$ cat src/rtl/axi_lite_pkg.sv
// Shared AXI4-Lite response codes, channel FSM states and the W-channel beat payload.
package axi_lite_pkg;

    localparam int unsigned DATA_W = 32;
    localparam int unsigned STRB_W = DATA_W / 8;

    localparam logic [1:0] OKAY   = 2'b00;
    localparam logic [1:0] EXOKAY = 2'b01;
    localparam logic [1:0] SLVERR = 2'b10;
    localparam logic [1:0] DECERR = 2'b11;

    typedef enum logic [1:0] {
        W_IDLE,
        W_WAIT_W,
        W_WAIT_AW,
        W_RESP
    } w_state_t;

    typedef enum logic {
        R_IDLE,
        R_DATA
    } r_state_t;

    typedef struct packed {
        logic [DATA_W-1:0] data;
        logic [STRB_W-1:0] strb;
    } w_beat_t;

endpackage

$ cat src/rtl/axi_lite_mem_array.sv
// Word-addressed storage: byte-enable write port, registered read port, async clear.
module axi_lite_mem_array #(
    parameter int unsigned DATA_W = 32,
    parameter int unsigned DEPTH  = 16,
    parameter int unsigned IDX_W  = 4
) (
    input  logic                clk,
    input  logic                rst_n,
    input  logic                wr_en,
    input  logic [IDX_W-1:0]    wr_idx,
    input  logic [DATA_W-1:0]   wr_data,
    input  logic [DATA_W/8-1:0] wr_strb,
    input  logic                rd_en,
    input  logic                rd_hit,
    input  logic [IDX_W-1:0]    rd_idx,
    output logic [DATA_W-1:0]   rd_data
);

    logic [DATA_W-1:0] mem [DEPTH];

    // Storage words with per-byte write enables; whole array cleared by reset.
    always_ff @(posedge clk or negedge rst_n) begin
        if (!rst_n) begin
            for (int i = 0; i < int'(DEPTH); i++) begin
                mem[i] <= '0;
            end
        end else if (wr_en) begin
            for (int b = 0; b < int'(DATA_W / 8); b++) begin
                if (wr_strb[b]) begin
                    mem[wr_idx][b*8 +: 8] <= wr_data[b*8 +: 8];
                end
            end
        end
    end

    // Read data captured on request; a decode miss returns zero. Sees pre-write contents.
    always_ff @(posedge clk or negedge rst_n) begin
        if (!rst_n) begin
            rd_data <= '0;
        end else if (rd_en) begin
            rd_data <= rd_hit ? mem[rd_idx] : '0;
        end
    end

endmodule

$ cat src/rtl/axi_lite_slave_mem.sv
// AXI4-Lite slave exposing a small word memory window at BASE_ADDR.
module axi_lite_slave_mem
    import axi_lite_pkg::*;
#(
    parameter int unsigned                   C_S_AXI_ADDR_WIDTH = 32,
    parameter int unsigned                   C_S_AXI_DATA_WIDTH = 32,
    parameter logic [C_S_AXI_ADDR_WIDTH-1:0] BASE_ADDR          = C_S_AXI_ADDR_WIDTH'(32'h10000080),
    parameter int unsigned                   MEM_DEPTH          = 16
) (
    input  logic                            S_AXI_ACLK,
    input  logic                            S_AXI_ARESETN,
    input  logic [C_S_AXI_ADDR_WIDTH-1:0]   S_AXI_AWADDR,
    input  logic [2:0]                      S_AXI_AWPROT,
    input  logic                            S_AXI_AWVALID,
    output logic                            S_AXI_AWREADY,
    input  logic [C_S_AXI_DATA_WIDTH-1:0]   S_AXI_WDATA,
    input  logic [C_S_AXI_DATA_WIDTH/8-1:0] S_AXI_WSTRB,
    input  logic                            S_AXI_WVALID,
    output logic                            S_AXI_WREADY,
    output logic [1:0]                      S_AXI_BRESP,
    output logic                            S_AXI_BVALID,
    input  logic                            S_AXI_BREADY,
    input  logic [C_S_AXI_ADDR_WIDTH-1:0]   S_AXI_ARADDR,
    input  logic [2:0]                      S_AXI_ARPROT,
    input  logic                            S_AXI_ARVALID,
    output logic                            S_AXI_ARREADY,
    output logic [C_S_AXI_DATA_WIDTH-1:0]   S_AXI_RDATA,
    output logic [1:0]                      S_AXI_RRESP,
    output logic                            S_AXI_RVALID,
    input  logic                            S_AXI_RREADY
);

    localparam int unsigned ADDR_W = C_S_AXI_ADDR_WIDTH;
    localparam int unsigned IDX_W  = (MEM_DEPTH > 1) ? $clog2(MEM_DEPTH) : 1;
    localparam logic [ADDR_W-1:0] SPAN = ADDR_W'(4 * MEM_DEPTH);

    w_state_t            w_state;
    r_state_t            r_state;
    logic [ADDR_W-1:0]   aw_addr_q;
    w_beat_t             w_beat_q;

    logic                aw_hs_c;
    logic                w_hs_c;
    logic                ar_hs_c;
    logic                commit_c;
    logic [ADDR_W-1:0]   wr_addr_c;
    w_beat_t             wr_beat_c;
    logic [ADDR_W-1:0]   wr_off_c;
    logic [ADDR_W-1:0]   rd_off_c;
    logic                wr_hit_c;
    logic                rd_hit_c;
    logic [IDX_W-1:0]    wr_idx_c;
    logic [IDX_W-1:0]    rd_idx_c;

    logic                unused_ok;
    assign unused_ok = ^{S_AXI_AWPROT, S_AXI_ARPROT, wr_off_c, rd_off_c};

    // Handshakes, held-vs-live write operand select, address decode and commit strobe.
    always_comb begin
        aw_hs_c   = S_AXI_AWVALID & S_AXI_AWREADY;
        w_hs_c    = S_AXI_WVALID & S_AXI_WREADY;
        ar_hs_c   = S_AXI_ARVALID & S_AXI_ARREADY;

        wr_addr_c = (w_state == W_WAIT_W) ? aw_addr_q : S_AXI_AWADDR;
        wr_beat_c = w_beat_q;
        if (w_state != W_WAIT_AW) begin
            wr_beat_c.data = S_AXI_WDATA;
            wr_beat_c.strb = S_AXI_WSTRB;
        end

        wr_off_c  = wr_addr_c - BASE_ADDR;
        rd_off_c  = S_AXI_ARADDR - BASE_ADDR;
        wr_hit_c  = (wr_addr_c >= BASE_ADDR) && (wr_off_c < SPAN);
        rd_hit_c  = (S_AXI_ARADDR >= BASE_ADDR) && (rd_off_c < SPAN);
        wr_idx_c  = wr_off_c[IDX_W+1:2];
        rd_idx_c  = rd_off_c[IDX_W+1:2];

        commit_c  = 1'b0;
        case (w_state)
            W_IDLE:    commit_c = aw_hs_c & w_hs_c;
            W_WAIT_W:  commit_c = w_hs_c;
            W_WAIT_AW: commit_c = aw_hs_c;
            default:   commit_c = 1'b0;
        endcase
    end

    // Write channel FSM: collect AW and W in any order, commit, then hold the response.
    always_ff @(posedge S_AXI_ACLK or negedge S_AXI_ARESETN) begin
        if (!S_AXI_ARESETN) begin
            w_state       <= W_IDLE;
            S_AXI_AWREADY <= 1'b0;
            S_AXI_WREADY  <= 1'b0;
            S_AXI_BVALID  <= 1'b0;
            S_AXI_BRESP   <= OKAY;
            aw_addr_q     <= '0;
            w_beat_q      <= '0;
        end else begin
            case (w_state)
                W_IDLE: begin
                    S_AXI_AWREADY <= 1'b1;
                    S_AXI_WREADY  <= 1'b1;
                    if (aw_hs_c && !w_hs_c) begin
                        aw_addr_q     <= S_AXI_AWADDR;
                        S_AXI_AWREADY <= 1'b0;
                        w_state       <= W_WAIT_W;
                    end else if (w_hs_c && !aw_hs_c) begin
                        w_beat_q.data <= S_AXI_WDATA;
                        w_beat_q.strb <= S_AXI_WSTRB;
                        S_AXI_WREADY  <= 1'b0;
                        w_state       <= W_WAIT_AW;
                    end
                end
                W_WAIT_W, W_WAIT_AW: begin
                end
                W_RESP: begin
                    if (S_AXI_BREADY) begin
                        S_AXI_BVALID  <= 1'b0;
                        S_AXI_AWREADY <= 1'b1;
                        S_AXI_WREADY  <= 1'b1;
                        w_state       <= W_IDLE;
                    end
                end
                default: begin
                    w_state <= W_IDLE;
                end
            endcase

            if (commit_c) begin
                S_AXI_AWREADY <= 1'b0;
                S_AXI_WREADY  <= 1'b0;
                S_AXI_BVALID  <= 1'b1;
                S_AXI_BRESP   <= wr_hit_c ? OKAY : SLVERR;
                w_state       <= W_RESP;
            end
        end
    end

    // Read channel FSM: accept one address, then hold the registered response until taken.
    always_ff @(posedge S_AXI_ACLK or negedge S_AXI_ARESETN) begin
        if (!S_AXI_ARESETN) begin
            r_state       <= R_IDLE;
            S_AXI_ARREADY <= 1'b0;
            S_AXI_RVALID  <= 1'b0;
            S_AXI_RRESP   <= OKAY;
        end else begin
            case (r_state)
                R_IDLE: begin
                    S_AXI_ARREADY <= 1'b1;
                    if (ar_hs_c) begin
                        S_AXI_ARREADY <= 1'b0;
                        S_AXI_RVALID  <= 1'b1;
                        S_AXI_RRESP   <= rd_hit_c ? OKAY : SLVERR;
                        r_state       <= R_DATA;
                    end
                end
                R_DATA: begin
                    if (S_AXI_RREADY) begin
                        S_AXI_RVALID  <= 1'b0;
                        S_AXI_ARREADY <= 1'b1;
                        r_state       <= R_IDLE;
                    end
                end
                default: begin
                    r_state <= R_IDLE;
                end
            endcase
        end
    end

    axi_lite_mem_array #(
        .DATA_W (C_S_AXI_DATA_WIDTH),
        .DEPTH  (MEM_DEPTH),
        .IDX_W  (IDX_W)
    ) u_mem (
        .clk     (S_AXI_ACLK),
        .rst_n   (S_AXI_ARESETN),
        .wr_en   (commit_c & wr_hit_c),
        .wr_idx  (wr_idx_c),
        .wr_data (wr_beat_c.data),
        .wr_strb (wr_beat_c.strb),
        .rd_en   (ar_hs_c),
        .rd_hit  (rd_hit_c),
        .rd_idx  (rd_idx_c),
        .rd_data (S_AXI_RDATA)
    );

endmodule

$ cat config.mk
export PLATFORM = sky130hd
export DESIGN_NAME = axi_lite_slave_mem
export DESIGN_NICKNAME = d
export VERILOG_FILES = /design/src/rtl/axi_lite_pkg.sv /design/src/rtl/axi_lite_mem_array.sv /design/src/rtl/axi_lite_slave_mem.sv
export SDC_FILE = /design/constraint.sdc
export NUM_CORES = 1
export LEC_CHECK = 0
export CORE_MARGIN = 5
export CORE_UTILIZATION = 55
export DETAILED_ROUTE_END_ITERATION = 16
export PLACE_DENSITY = 0.74
export SLEW_MARGIN = 20
export SYNTH_ARGS = -nofsm -noshare
export SYNTH_HDL_FRONTEND = slang
export SYNTH_HIERARCHICAL = 1
export SYNTH_SLANG_ARGS = --single-unit
$ cat constraint.sdc
create_clock -name S_AXI_ACLK -period 9.05 [get_ports S_AXI_ACLK]
set_input_delay 1.81 -clock S_AXI_ACLK [delete_from_list [all_inputs] [get_ports S_AXI_ACLK]]
set_output_delay 1.81 -clock S_AXI_ACLK [all_outputs]
set_load 0.01 [all_outputs]
== After elaboration in Yosys (flattened, before gate mapping) ==
Cells that the tools add are included.
Widths: inputs -> output; s select.
Word-level totals
  bits in registers: 624
  input port bits: 113
  output and inout port bits: 41
  word-level logic and storage cells: 126
Operators by class
  add/subtract/negate cells: 2
  $lt $le $gt $ge: 7
  equality and inequality tests: 8
  multiplexer cells: 53
  bitwise gates (word level): 9
  reductions and logical operators: 18
Operators by type and width (count)
  $mux 512: 7
  $bwmux 512: 4
  $demux 32 s4: 4
  $mux 32: 5
  $bmux 32 s4: 1
  $ge 32x29->1 const B: 2
  $lt 32x7->1 const B: 2
  $sub 32x29->32 const B: 2
  $mux 36: 1
  $mux 24: 1
  $mux 16: 1
  $mux 1: 15
  $mux 2: 6
  $ge 5x5->1 const B: 2
  $not 4->5: 2
  $pmux 1 s2: 5
  $reduce_and 2->1: 5
  $mux 8: 1
  $ne 2x2->1 const B: 3
  $reduce_and 3->1: 2
  $and 1x1->1: 5
  $logic_and 1x1->1: 5
  $lt 5x1->1 const B: 1
  $eq 2x2->1 const B: 2
  other kinds (10): 13

== Logic depth before layout (Yosys ltp) ==
  depth after elaboration: 19
  mapped depth: 17
  gate-level depth less buffers: 12

== Cells and area by module ==
Netlist, hierarchy kept.
Modules (own cells, without submodules)
  axi_lite_mem_array: times used 1, cells each 1808, area an instance 24529.8 sq um, seq. area each 13613.1 sq um
  axi_lite_slave_mem: times used 1, cells each 421, area an instance 4598.2 sq um, seq. area each 1901.8 sq um

== Worst setup path after synthesis ==
No wires, ideal clock.
  path type: input-to-reg
  start: input port S_AXI_AWADDR[17]
  end: register u_mem/mem[448] (netlist bit)
  library setup time: 0.128 ns
  arrival: 4.939 ns
  required time: 8.922 ns
  slack: 3.983 ns
  cell stages on the path: 12
  path buffers: 2
  cells stage by stage: or4_1 -> nor2_1 -> o21ai_0 -> or4b_1 -> a2111o_1 -> a2111oi_4 -> and3_1 -> clkbuf_1 -> and2_1 -> clkbuf_1 -> nand2_1 -> mux2_1
On the way
  word-level cells in the longest chain between the ends: 5
  elaborated cells between the ends (all ways): 6
  those cells by class: add/sub: 1; order compare: 2; mux: 1; bitwise: 1; reduce/logical: 1
RTL lines
  start: declaration: line axi_lite_slave_mem.sv:12  | input logic [C_S_AXI_ADDR_WIDTH-1:0] S_AXI_AWADDR,
  $mux 32 *: line axi_lite_slave_mem.sv:64  | wr_addr_c = (w_state == W_WAIT_W) ? aw_addr_q : S_AXI_AWADDR;
  $sub 32x29->32: line axi_lite_slave_mem.sv:71  | wr_off_c = wr_addr_c - BASE_ADDR;
  $lt 32x7->1: line axi_lite_slave_mem.sv:73  | wr_hit_c = (wr_addr_c >= BASE_ADDR) && (wr_off_c < SPAN);
  $logic_and 1x1->1 *: line axi_lite_slave_mem.sv:73
  $and 1x1->1 *: line axi_lite_slave_mem.sv:177  | .wr_en (commit_c & wr_hit_c),
  end signal: indexed assignment: line axi_lite_mem_array.sv:30  | mem[wr_idx][b*8 +: 8] <= wr_data[b*8 +: 8];
  end: declaration: line axi_lite_mem_array.sv:19  | logic [DATA_W-1:0] mem [DEPTH];
Every way passes the cells marked *; elsewhere a longest branch is shown, timed or not.
A chain may end at the register's enable or synchronous reset.

== Worst setup path after layout ==
  start: input port S_AXI_AWVALID
  end: register u_mem/mem[9] (netlist bit)
On the way
  word-level cells in the longest chain between the ends: 4
RTL lines
  start: declaration: line axi_lite_slave_mem.sv:14  | input logic S_AXI_AWVALID,
  $and 1x1->1 *: line axi_lite_slave_mem.sv:60  | aw_hs_c = S_AXI_AWVALID & S_AXI_AWREADY;
  $and 1x1->1: line axi_lite_slave_mem.sv:80  | W_IDLE: commit_c = aw_hs_c & w_hs_c;
  $pmux 1 s3 *: line axi_lite_slave_mem.sv:79  | case (w_state)
  $and 1x1->1 *: line axi_lite_slave_mem.sv:177
Marks and branches as above.

==> out/results.ini <==
[drt]
vias = 18710
drt.antenna.violating_nets = 0
routed-wl-met3_um = 3040
detailedRoute.firstPassIterationCount = 5
routed_met2_length_um = 34800
wirelength_met1_um = 31200
route.detailed.wl_per_inst_um = 23.1
wl_um = 70700
route.top_layer_used = met4
detail_route.vias_per_cell = 6.11
detail_route.drc_violations = 0
detail_route.iter0.violations = 1337

[worst_setup_path]
worst_setup_path_startpoint = S_AXI_AWVALID
crit_path_cell_trace = clkdlybuf4s50_1 > a21oi_1 > a211oi_1 > nand3_1 > or4b_1 > a2111o_1 > a2111oi_4 > and3_1 > nand2_1 > nor2_1 > mux2_2
regToRegSetupSlack_ns = 3.33
worst_reg2reg_path_depth = 12
cp-end-kind = flop
critical_path_required_ns = 9.55
timing.critical_path.slowest_stage_cell = nor2_1
timing.rr.start = w_state[0]$_DFFE_PN0P_
timing.rr.end = u_mem/mem[9]$_DFFE_PN0P_
timing.setup.critical_path_class = in2reg
critical_path.max_fanout = 8
critPathMaxStageDelay_ns = 0.91
critical_path.endpoint = u_mem/mem[9]$_DFFE_PN0P_
data_arrival_time_of_the_worst_path_ns = 6.50
timing.critical_path.from_type = input port

[final_layout]
num_antenna_cells = 0
areaGrowthSynthToFinish_pct = 13.8
fraction_of_layout_cells_with_a_size_suffix_above_1_pct = 24.2
fillers = 3921
final_nets = 2438
layoutNonFillerInstCount = 3061

[clock_network]
postCtsSetupBuffers = 0
cts.clk_slew.worst_paths_ns = 0.06
post_cts_hold_buffer_count = 0
worst_skew_pair.late_latency_ns = 0.62
ctsResizeCount = 0
root_driver = clkbuf_16
htree_levels = 2
cts-root-to-sink-buffers = 3
cts_tree = done
cts_sinks = 620
tritoncts.num_buffers = 61

[yosys]
synth_top_area_cell = dfrtp_1
yosys.cell_types.count = 65
ys_seq_elements = 620
synth_cells = 2229
synth_warn = 6
async_flop_share_pct = 100
synthDominantCellAreaShare_pct = 53.3
yosys-top-cells-count = dfrtp_1, mux2_2, mux2i_1
avgSynthCellArea_um2 = 13.1
ys_top_cells_by_area = dfrtp_1, mux2_2, mux2i_1
syn_area_um2 = 29100
synth_top_flop_cell = dfrtp_1
synth-edff-count = 0
synthMostInstantiatedCell = dfrtp_1
yosysSeqAreaShare_pct = 53.3

[power_and_ir_drop]
design_power_total_w = 0.00691
power_report.internal_total_w = 0.00493
power.switching_fraction_pct = 28.7
power_density_nw_per_um2 = 209
seq_power_share_pct = 44.2
power.share.combinational_pct = 18.2
share_clk_of_total_power_pct = 37.5
power.net_switching_w = 0.00198
power.static_leakage_nw = 16.3
irDropWorstVdd_uv = 138

[floorplan]
fp-row-count = 84
die_wd_um = 240
fp.dieH_um = 240
num_io_pins = 154
design.die.area_um2 = 57700
placeableCoreArea_um2 = 52600
starting_utilization_of_the_core_area_pct = 55.4

[sta]
finalCriticalPeriod_ns = 6.00
skew_ns = 0.0172
final_count_of_negative_setup_slack_endpoints = 0
peak_clock_frequency_supported_by_timing_ghz = 0.167
total_negative_setup_slack_ns = 0
rsz0062_at_grt = false
final_cycle_utilization_of_the_critical_path_pct = 66.3
max-slew-margin-rel_pct = 17.9
worst-slew-pin-transition_ns = 1.23
finalHoldViolations = 0
final_max_slew_viol_count = 0

[placed_design]
detailed_place_hpwl_um = 42500
finalWeightedCongestion = 0.837
count_of_buffers_from_port_buffering = 141
numPlacedInstances = 2948

[grt]
grt_overflow_total = 0
global_route_wire_length_before_repair_um = 111000
grt_pass1_vias = 19330
grt_start_max_net_pins = 181
antenna_found_initial = 0
grt_usage_pct = 24.4

[flow_run]
drv_cap = 0

[min_path]
holdCritPathClass = reg2reg

[status]
status = finished, final reports clean

metal layers:
| metal | up-vias | global-route usage (%) |
|---|---|---|
| met5 | - | 0 |
| met4 | 0 | 5.93 |
| met3 | 109 | 3.23 |
| met2 | 422 | 40.7 |
| met1 | 9847 | 34.5 |
| li1 | 8332 | - |
per-stage QoR:
stage	cell area [um2]	hold WS [ns]	util (%)	setup slack, ns
floorplan	29100	0.457	-	3.98
global placement	31100	0.466	59.1	2.66
detailed placement	31100	0.474	59.1	2.54
CTS	33200	0.488	63.1	3.19
global route	33200	0.492	63.1	3.06
finish	33200	0.484	63.1	3.05
sequential cells by signal, indices dropped and copies added, names as in the netlist:
| name | cells |
|---|---|
| r_state | 1 |
| S_AXI_AWREADY | 1 |
| w_beat_q | 36 |
| S_AXI_RVALID | 1 |
| u_mem/mem | 512 |
| aw_addr_q | 30 |
| S_AXI_RRESP | 1 |
| u_mem/rd_data | 32 |
| w_state | 2 |
| S_AXI_BVALID | 1 |
| S_AXI_BRESP | 1 |
| S_AXI_WREADY | 1 |
| S_AXI_ARREADY | 1 |
power groups by stage:
stage               Clock, W  Combinational, W  Sequential (W)
CTS                  0.00265           0.00126         0.00305
detailed placement         0           0.00125         0.00310
global placement           0           0.00120         0.00309
finish               0.00259           0.00126         0.00306
floorplan                  0          0.000852         0.00306
global route         0.00276           0.00136         0.00308
cell type report:
| type | count | area (um2) | area share, % |
|---|---|---|---|
| multi-input combinational | 1439 | 13000 | 39.1 |
| clock buffer | 95 | 1850 | 5.57 |
| timing repair buffer | 159 | 1590 | 4.81 |
| clock inverter | 18 | 225 | 0.679 |
| sequential | 620 | 15500 | 46.8 |
| inverter | 42 | 158 | 0.476 |
| tap | 688 | 861 | 2.60 |
logic make-up (layout without fill, tap and decap cells):
family                     Yosys count  after routing  share of synthesized area, %
AOI/OAI and AO/OA                  213            213                          5.43
xor gates and xnor gates             7              7                         0.210
adders and majority gates            2              2                        0.0859
buffers and inverters              171            314                          2.39
DFF                                620            620                          53.3
muxes                              892            892                          33.3
other                                1              2                        0.0129
and+or+nand+nor                    323            323                          5.32
worst min path at each step:
stage,from,slack (ns),end,cells past startpoint
5_1_grt,u_mem/mem[67]$_DFFE_PN0P_,0.49,u_mem/mem[67]$_DFFE_PN0P_,1
2_1_floorplan,u_mem/mem[32]$_DFFE_PN0P_,0.46,u_mem/mem[32]$_DFFE_PN0P_,1
3_3_place_gp,u_mem/mem[51]$_DFFE_PN0P_,0.47,u_mem/mem[51]$_DFFE_PN0P_,1
6_report,u_mem/mem[35]$_DFFE_PN0P_,0.48,u_mem/mem[35]$_DFFE_PN0P_,1
3_5_place_dp,u_mem/mem[52]$_DFFE_PN0P_,0.47,u_mem/mem[52]$_DFFE_PN0P_,1
4_1_cts,u_mem/mem[35]$_DFFE_PN0P_,0.49,u_mem/mem[35]$_DFFE_PN0P_,1
placed cells by master, fill, tap and decap left out, types with 10 or more instances in the layout:
cell / netlist / layout
a21oi_1: 40 / 40
a22oi_1: 96 / 96
buf_4: 4 / 15
clkbuf_1: 87 / 17
clkbuf_16: 0 / 63
clkbuf_8: 0 / 15
clkdlybuf4s50_1: 0 / 139
clkinv_2: 0 / 10
dfrtp_1: 620 / 620
inv_1: 42 / 42
mux2_1: 189 / 189
mux2_2: 425 / 425
mux2i_1: 278 / 278
nand2_1: 148 / 148
nand3_1: 38 / 38
nor2_1: 37 / 36
nor2_2: 16 / 16
nor3_1: 16 / 16
o221ai_1: 32 / 32
worst max-delay path, delay by kind of cell:
kind            cells  cell delay, ns
mux                 1            0.43
buf+inv             1            0.51
simple gates        5            2.32
compound gates      4            1.41
(Power assumes the default switching activity.)
